**src/rtl/imem_loader.sv**
```systemverilog
`default_nettype none
// ============================================================================
// Module   : imem_loader
// Purpose  : Instruction memory with a streaming load port; holds the mips
//            core in reset while a program is loaded, decodes HALT at fetch.
// Revision : 1.0 - initial release
// ============================================================================
module imem_loader #(
    parameter int AW    = 8,
    parameter int DEPTH = 1 << AW,
    parameter int DW    = 16
) (
    input  logic          clk,
    input  logic          reset,
    input  logic          ld_start,
    input  logic [AW:0]   ld_len,
    input  logic          ld_valid,
    input  logic [DW-1:0] ld_data,
    output logic          ld_ready,
    input  logic [AW-1:0] pc,
    output logic [DW-1:0] instr,
    output logic          cpu_reset,
    output logic          loaded,
    output logic          halted
);

    typedef enum logic [1:0] {
        IDLE  = 2'd0,
        LOAD  = 2'd1,
        FLUSH = 2'd2,
        RUN   = 2'd3
    } state_t;

    localparam logic [AW:0] C_DEPTH = (AW + 1)'(DEPTH);
    localparam logic [AW:0] C_ONE   = (AW + 1)'(1);
    localparam logic [4:0]  C_HALT  = 5'b11011;

    state_t        r_state;
    state_t        w_state_nxt;
    logic [AW:0]   r_cnt;
    logic [AW:0]   r_len;
    logic [AW:0]   w_len_sat;
    logic          r_loaded;
    logic          w_start;
    logic          w_accept;
    logic          w_last;
    logic [DW-1:0] r_mem [DEPTH];

    // A start is only honoured outside LOAD, so a start on the last word is dropped.
    always_comb begin
        w_len_sat = (ld_len > C_DEPTH) ? C_DEPTH : ld_len;
        w_start   = ld_start && ((r_state == IDLE) || (r_state == RUN));
        w_accept  = ld_valid && (r_state == LOAD);
        w_last    = w_accept && (r_cnt == (r_len - C_ONE));
    end

    always_comb begin
        w_state_nxt = r_state;
        case (r_state)
            IDLE, RUN: begin
                if (ld_start) begin
                    w_state_nxt = (ld_len == '0) ? FLUSH : LOAD;
                end
            end
            LOAD: begin
                if (w_last) begin
                    w_state_nxt = FLUSH;
                end
            end
            FLUSH:   w_state_nxt = RUN;
            default: w_state_nxt = IDLE;
        endcase
    end

    always_ff @(posedge clk or negedge reset) begin
        if (!reset) begin
            r_state  <= IDLE;
            r_cnt    <= '0;
            r_len    <= '0;
            r_loaded <= 1'b0;
        end else begin
            r_state <= w_state_nxt;
            if (w_start) begin
                r_len    <= w_len_sat;
                r_cnt    <= '0;
                r_loaded <= (ld_len == '0);
            end else if (w_accept) begin
                r_cnt <= r_cnt + C_ONE;
                if (w_last) begin
                    r_loaded <= 1'b1;
                end
            end
        end
    end

    // Contents survive reset so a partially loaded image remains inspectable.
    always_ff @(posedge clk) begin
        if (w_accept) begin
            r_mem[r_cnt[AW-1:0]] <= ld_data;
        end
    end

    always_comb begin
        ld_ready  = (r_state == LOAD);
        cpu_reset = (r_state != RUN);
        loaded    = r_loaded;
        instr     = (r_state == RUN) ? r_mem[pc] : '0;
        halted    = (r_state == RUN) && (instr[15:11] == C_HALT);
    end

endmodule
`default_nettype wire

```
**config.mk**
```make
export PLATFORM = sky130hd
export DESIGN_NAME = imem_loader
export DESIGN_NICKNAME = d
export VERILOG_FILES = /design/src/rtl/imem_loader.sv
export SDC_FILE = /design/constraint.sdc
export NUM_CORES = 2
export LEC_CHECK = 0
export BUFFER_PORTS_ARGS = -buffer_cell sky130_fd_sc_hd__buf_2
export CAP_MARGIN = 20
export CELL_PAD_IN_SITES_DETAIL_PLACEMENT = 2
export CELL_PAD_IN_SITES_GLOBAL_PLACEMENT = 2
export CORE_MARGIN = 3
export CORE_UTILIZATION = 45
export CTS_CLUSTER_DIAMETER = 30
export CTS_CLUSTER_SIZE = 16
export DETAILED_ROUTE_END_ITERATION = 12
export PLACE_DENSITY_LB_ADDON = 0.1
export SLEW_MARGIN = 15
export SYNTH_ARGS = -nofsm -noshare
export SYNTH_HDL_FRONTEND = slang
export SYNTH_SLANG_ARGS = --single-unit
```
**constraint.sdc**
```tcl
create_clock -name clk -period 7.95 [get_ports clk]
set_input_delay 0.3975 -clock clk [delete_from_list [all_inputs] [get_ports clk]]
set_output_delay 0.3975 -clock clk [all_outputs]
set_load 0.02 [all_outputs]
```
== Yosys cells after proc, flatten, opt, wreduce, memory -nomap -nowiden ==
Memories as Yosys holds them, arrays and structs flattened.
Cells that the tools add are included.
Widths: inputs -> output; s select.
Operators by class
  $add $sub $neg: 2
  magnitude comparators: 1
  equal/unequal tests: 8
  muxes and demuxes: 13
  reductions and logical operators: 12
Operator list (number)
  $mux 9: 3
  $mux 16: 1
  $add 9x1->9 const B: 1
  $eq 9x9->1: 1
  $gt 9x9->1 const B: 1
  $logic_not 9->1: 1
  $sub 9x1->9 const B: 1
  $mux 2: 3
  $pmux 2 s3: 1
  $eq 5x5->1 const B: 1
  $mux 1: 5
  $eq 2x2->1 const B: 2
  $logic_and 1x1->1: 4
  $ne 2x2->1 const B: 2
  $reduce_and 2->1: 2
  $reduce_bool 2->1: 2
  $eq 2x1->1 const B: 1
  $logic_not 2->1: 1
  $ne 2x1->1 const B: 1
  $reduce_or 2->1: 1
  $logic_or 1x1->1: 1
Storage, ports and cells
  flip-flop bits (word level): 21
  RAM bits: 4096
  output and inout bits: 20
  memories kept: 1
Memory list
  r_mem: words 256, bits a word 16, read ports 1, clocked after Yosys merged registers in 0, wr ports 1, line 47  | logic [DW-1:0] r_mem [DEPTH];

== Logic depth before layout (Yosys ltp) ==
  depth after elaboration: 6
  depth in mapped cells: 13
  mapped depth without buffers: 10

== Worst setup path before layout ==
OpenSTA, ideal clock, no wires.
  path type: in2out
  start: input port pc[1]
  end: output port halted
  arrival: 2.762 ns
  required time: 7.553 ns
  path slack: 4.791 ns
  stages: 11
  path through: buf_4 -> buf_2 -> clkbuf_1 -> buf_1 -> mux4_2 -> a22oi_1 -> a21oi_1 -> nor4_1 -> nor3_1 -> nor4_1 -> o2111a_1
On the way
  word-level cells in the longest chain between the ends: 4
Ends and longest elaborated chain
  start: declaration: line 20  | input logic [AW-1:0] pc,
  $mem_v2 256x16
  $mux 16: line 107  | instr = (r_state == RUN) ? r_mem[pc] : '0;
  $eq 5x5->1: line 108  | halted = (r_state == RUN) && (instr[15:11] == C_HALT);
  $logic_and 1x1->1: line 108
  end: declaration: line 24  | output logic halted
Every way passes these cells.

== Final worst setup path ==
  start: input port pc[1]
  end: output port instr[9]
On the way
  word-level cells in the longest chain between the ends: 2
Ends and longest elaborated chain
  $mem_v2 256x16
  $mux 16: line 107
  end: declaration: line 21  | output logic [DW-1:0] instr,
Every way passes these cells.

==> flow_summary.json <==
{
  "cts_root_buf": "clkbuf_16",
  "seq_area_frac_synth": 0.781,
  "wirelength_um": 576000,
  "synth_cells": 6746,
  "antenna_found_initial": 35,
  "syn-num-nets": 6791,
  "num_rows": 217,
  "cts_resized": 0,
  "ant_nets": 0,
  "post-route-period-util": 0.763,
  "via_count": 84400,
  "mappedNetlistArea_um2": 158000,
  "setup_viol": 0,
  "max_slew_margin": 0.0911,
  "post_drt_via_cell_ratio": 6.48,
  "fin_crit_ns": 6.07,
  "rsz0062_at_grt": "no",
  "hp-class": "in2async",
  "die_area_um2": 358000,
  "synth_edf_count": 4096,
  "hold_viol_final": 9,
  "core_um2": 349000,
  "p_per_area_nw_per_um2": 322,
  "synth.distinct_cells": 61,
  "syn_to_final_growth_pct": 23.6,
  "cp-end-kind": "primary output",
  "grt_overflow": 0,
  "cts_tree": "yes",
  "htree_levels": 6,
  "start_util": 0.452,
  "fin_util": 0.559,
  "fmax_ghz": 0.165,
  "wl_per_cell_um": 44.3,
  "postSynthAreaPerCell_um2": 23.4,
  "gp_congestion": 0.826,
  "final_nets": 7735,
  "first_pass_iters": 6,
  "grt_usage": 0.322,
  "ys_seq_elements": 4117,
  "reg2reg_depth": 3,
  "timing.max_cap.violations": 0,
  "vdd_drop_max_v": 0.000286,
  "crit_fanout": 84,
  "cts_max_path_buffers": 4,
  "grt_max_degree": 141,
  "clock_latency_ns": 1.11,
  "chipHeight_um": 599,
  "slew_violations": 0,
  "grt_pass1_vias": 91300,
  "grt_pass1_wl_um": 797000,
  "skew_ns": 0.0719,
  "tightest_slew_ns": 1.36,
  "clock_sinks": 4117,
  "numCtsBuffers": 820,
  "cp.arrival_ns": 5.67,
  "whs_ns": -0.0107,
  "ys_async_sr_fraction": 0.00510,
  "yosys_most_used_dff": "edfxtp_1",
  "crit_required_ns": 7.55,
  "violations": "negative hold slack",
  "initialDrtViolationCount": 11700,
  "status": "finished, violations left",
  "clk_pin_slew_worst_paths_ns": 0.06,
  "die_x_um": 599,
  "io_buffers": 56,
  "worst_setup_path_start_kind": "input port",
  "dp_hpwl_um": 310000,
  "setup_tns_ns": 0,
  "leakage_uw": 0.0629,
  "io_pins": 57,
  "yosys_warnings": 0,
  "crit_type": "in2out",
  "route.detailed.drc": 0,
  "drive_gt1_frac": 0.375
}
[stage by stage]
step                total power, µW  hold WS [ns]  worst slack [ns]  std cells  area [µm²]
detailed placement            27200         0.413              1.99      11400      166000
global route                  64300        0.0121              1.90      13000      195000
floorplan                     25800         0.102              4.79       6746      158000
CTS                           63200        0.0173              1.94      13000      195000
finish                        62800       -0.0107              1.88      13000      195000
global placement              27100         0.404              1.67      11400      166000
[cells in the final DEF, fill, tap and decap left out, types with 89 or more instances in the layout]
cell / netlist / final
clkinv_1: 1 / 98
mux2i_1: 89 / 89
nor2_1: 319 / 228
buf_4: 60 / 375
clkinvlp_4: 0 / 101
clkinv_2: 0 / 149
edfxtp_1: 4096 / 4096
clkbuf_16: 0 / 835
a22oi_1: 157 / 157
mux4_2: 1165 / 1165
bufinv_16: 0 / 120
[registers in the layout, summed over array words and instances (netlist names)]
register / cells
r_cnt: 9
r_mem: 4096
r_len: 9
r_state: 2
loaded: 1
[logic make-up after synthesis]
group / Yosys count / share of synthesized area
flops: 4117 / 0.781
mux: 1264 / 0.172
simple gates: 569 / 0.0159
buf+inv: 396 / 0.0124
compound gates: 372 / 0.0163
xor+xnor: 20 / 0.00111
fa+ha+maj: 8 / 0.000633
[metal layers]
metal | vias to the layer above | GRT usage | share of wire
met5 | - | 0 | 0.00013
met1 | 46900 | 0.424 | 0.38
met2 | 5077 | 0.528 | 0.50
met3 | 1146 | 0.0604 | 0.078
li1 | 31300 | - | -
met4 | 12 | 0.137 | 0.047
[final timing paths]
kind	slack (ns)	to	from
min in group clk	0.09	r_cnt[1]$_DFFE_PN0P_	ld_valid
worst max register to register	4.01	r_mem[137][9]$_DFFE_PP_	r_cnt[3]$_DFFE_PN0P_
max in group asynchronous	7.58	r_cnt[2]$_DFFE_PN0P_	reset
worst min-delay path	-0.01	r_len[6]$_DFFE_PN0P_	reset
worst min register to register	0.58	r_state[1]$_DFFE_PN0P_	r_state[1]$_DFFE_PN0P_
worst max-delay path	1.88	instr[9]	pc[1]
[cells in the mapped netlist (all sizes together) (11+ instances only)]
master	count	area [µm²]
nor3	23	115
o21ai	19	95.1
a22oi	157	1180
nand2	81	304
nand2b	11	68.8
nor2b	22	138
mux4	1165	26200
nor2	319	1200
a211oi	13	97.6
and2	13	81.3
edfxtp	4096	123000
clkbuf	170	638
a21oi	86	430
o221ai	25	219
buf	215	1280
dfrtp	21	526
nand3	39	195
nor4	22	138
mux2i	89	891
o22ai	22	138
xnor2	11	96.3
[where the power goes]
part / switching [µW] / internal (µW)
clock network: 12700 / 23200
logic: 1930 / 945
registers: 58.9 / 24000
[critical path, cell delays in order]
cell and delay, ns:
buf_8 0.63, buf_12 0.56, buf_4 0.70, mux4_2 0.43, mux4_2 0.54, a22oi_1 0.58, a21oi_1 0.41, nor4_2 0.77
nor2_1 0.14, buf_2 0.21
[what timing repair did]
item / 4_1_cts / 5_1_grt
hold buffers: 37 / 0
buffers inserted: 0 / 0
endpoints found under the hold margin: 903 / 0
[area by class of cell]
type	instances	area, µm²
Sequential cell	4117	124000
Multi-Input combinational cell	2233	33200
Clock inverter	626	7150
Tap cell	4599	5750
Antenna cell	12	30.0
Timing Repair Buffer	507	4430
Clock buffer	914	21200
Inverter	11	48.8
Fill cell	28300	154000
(Power assumes the default switching activity.)
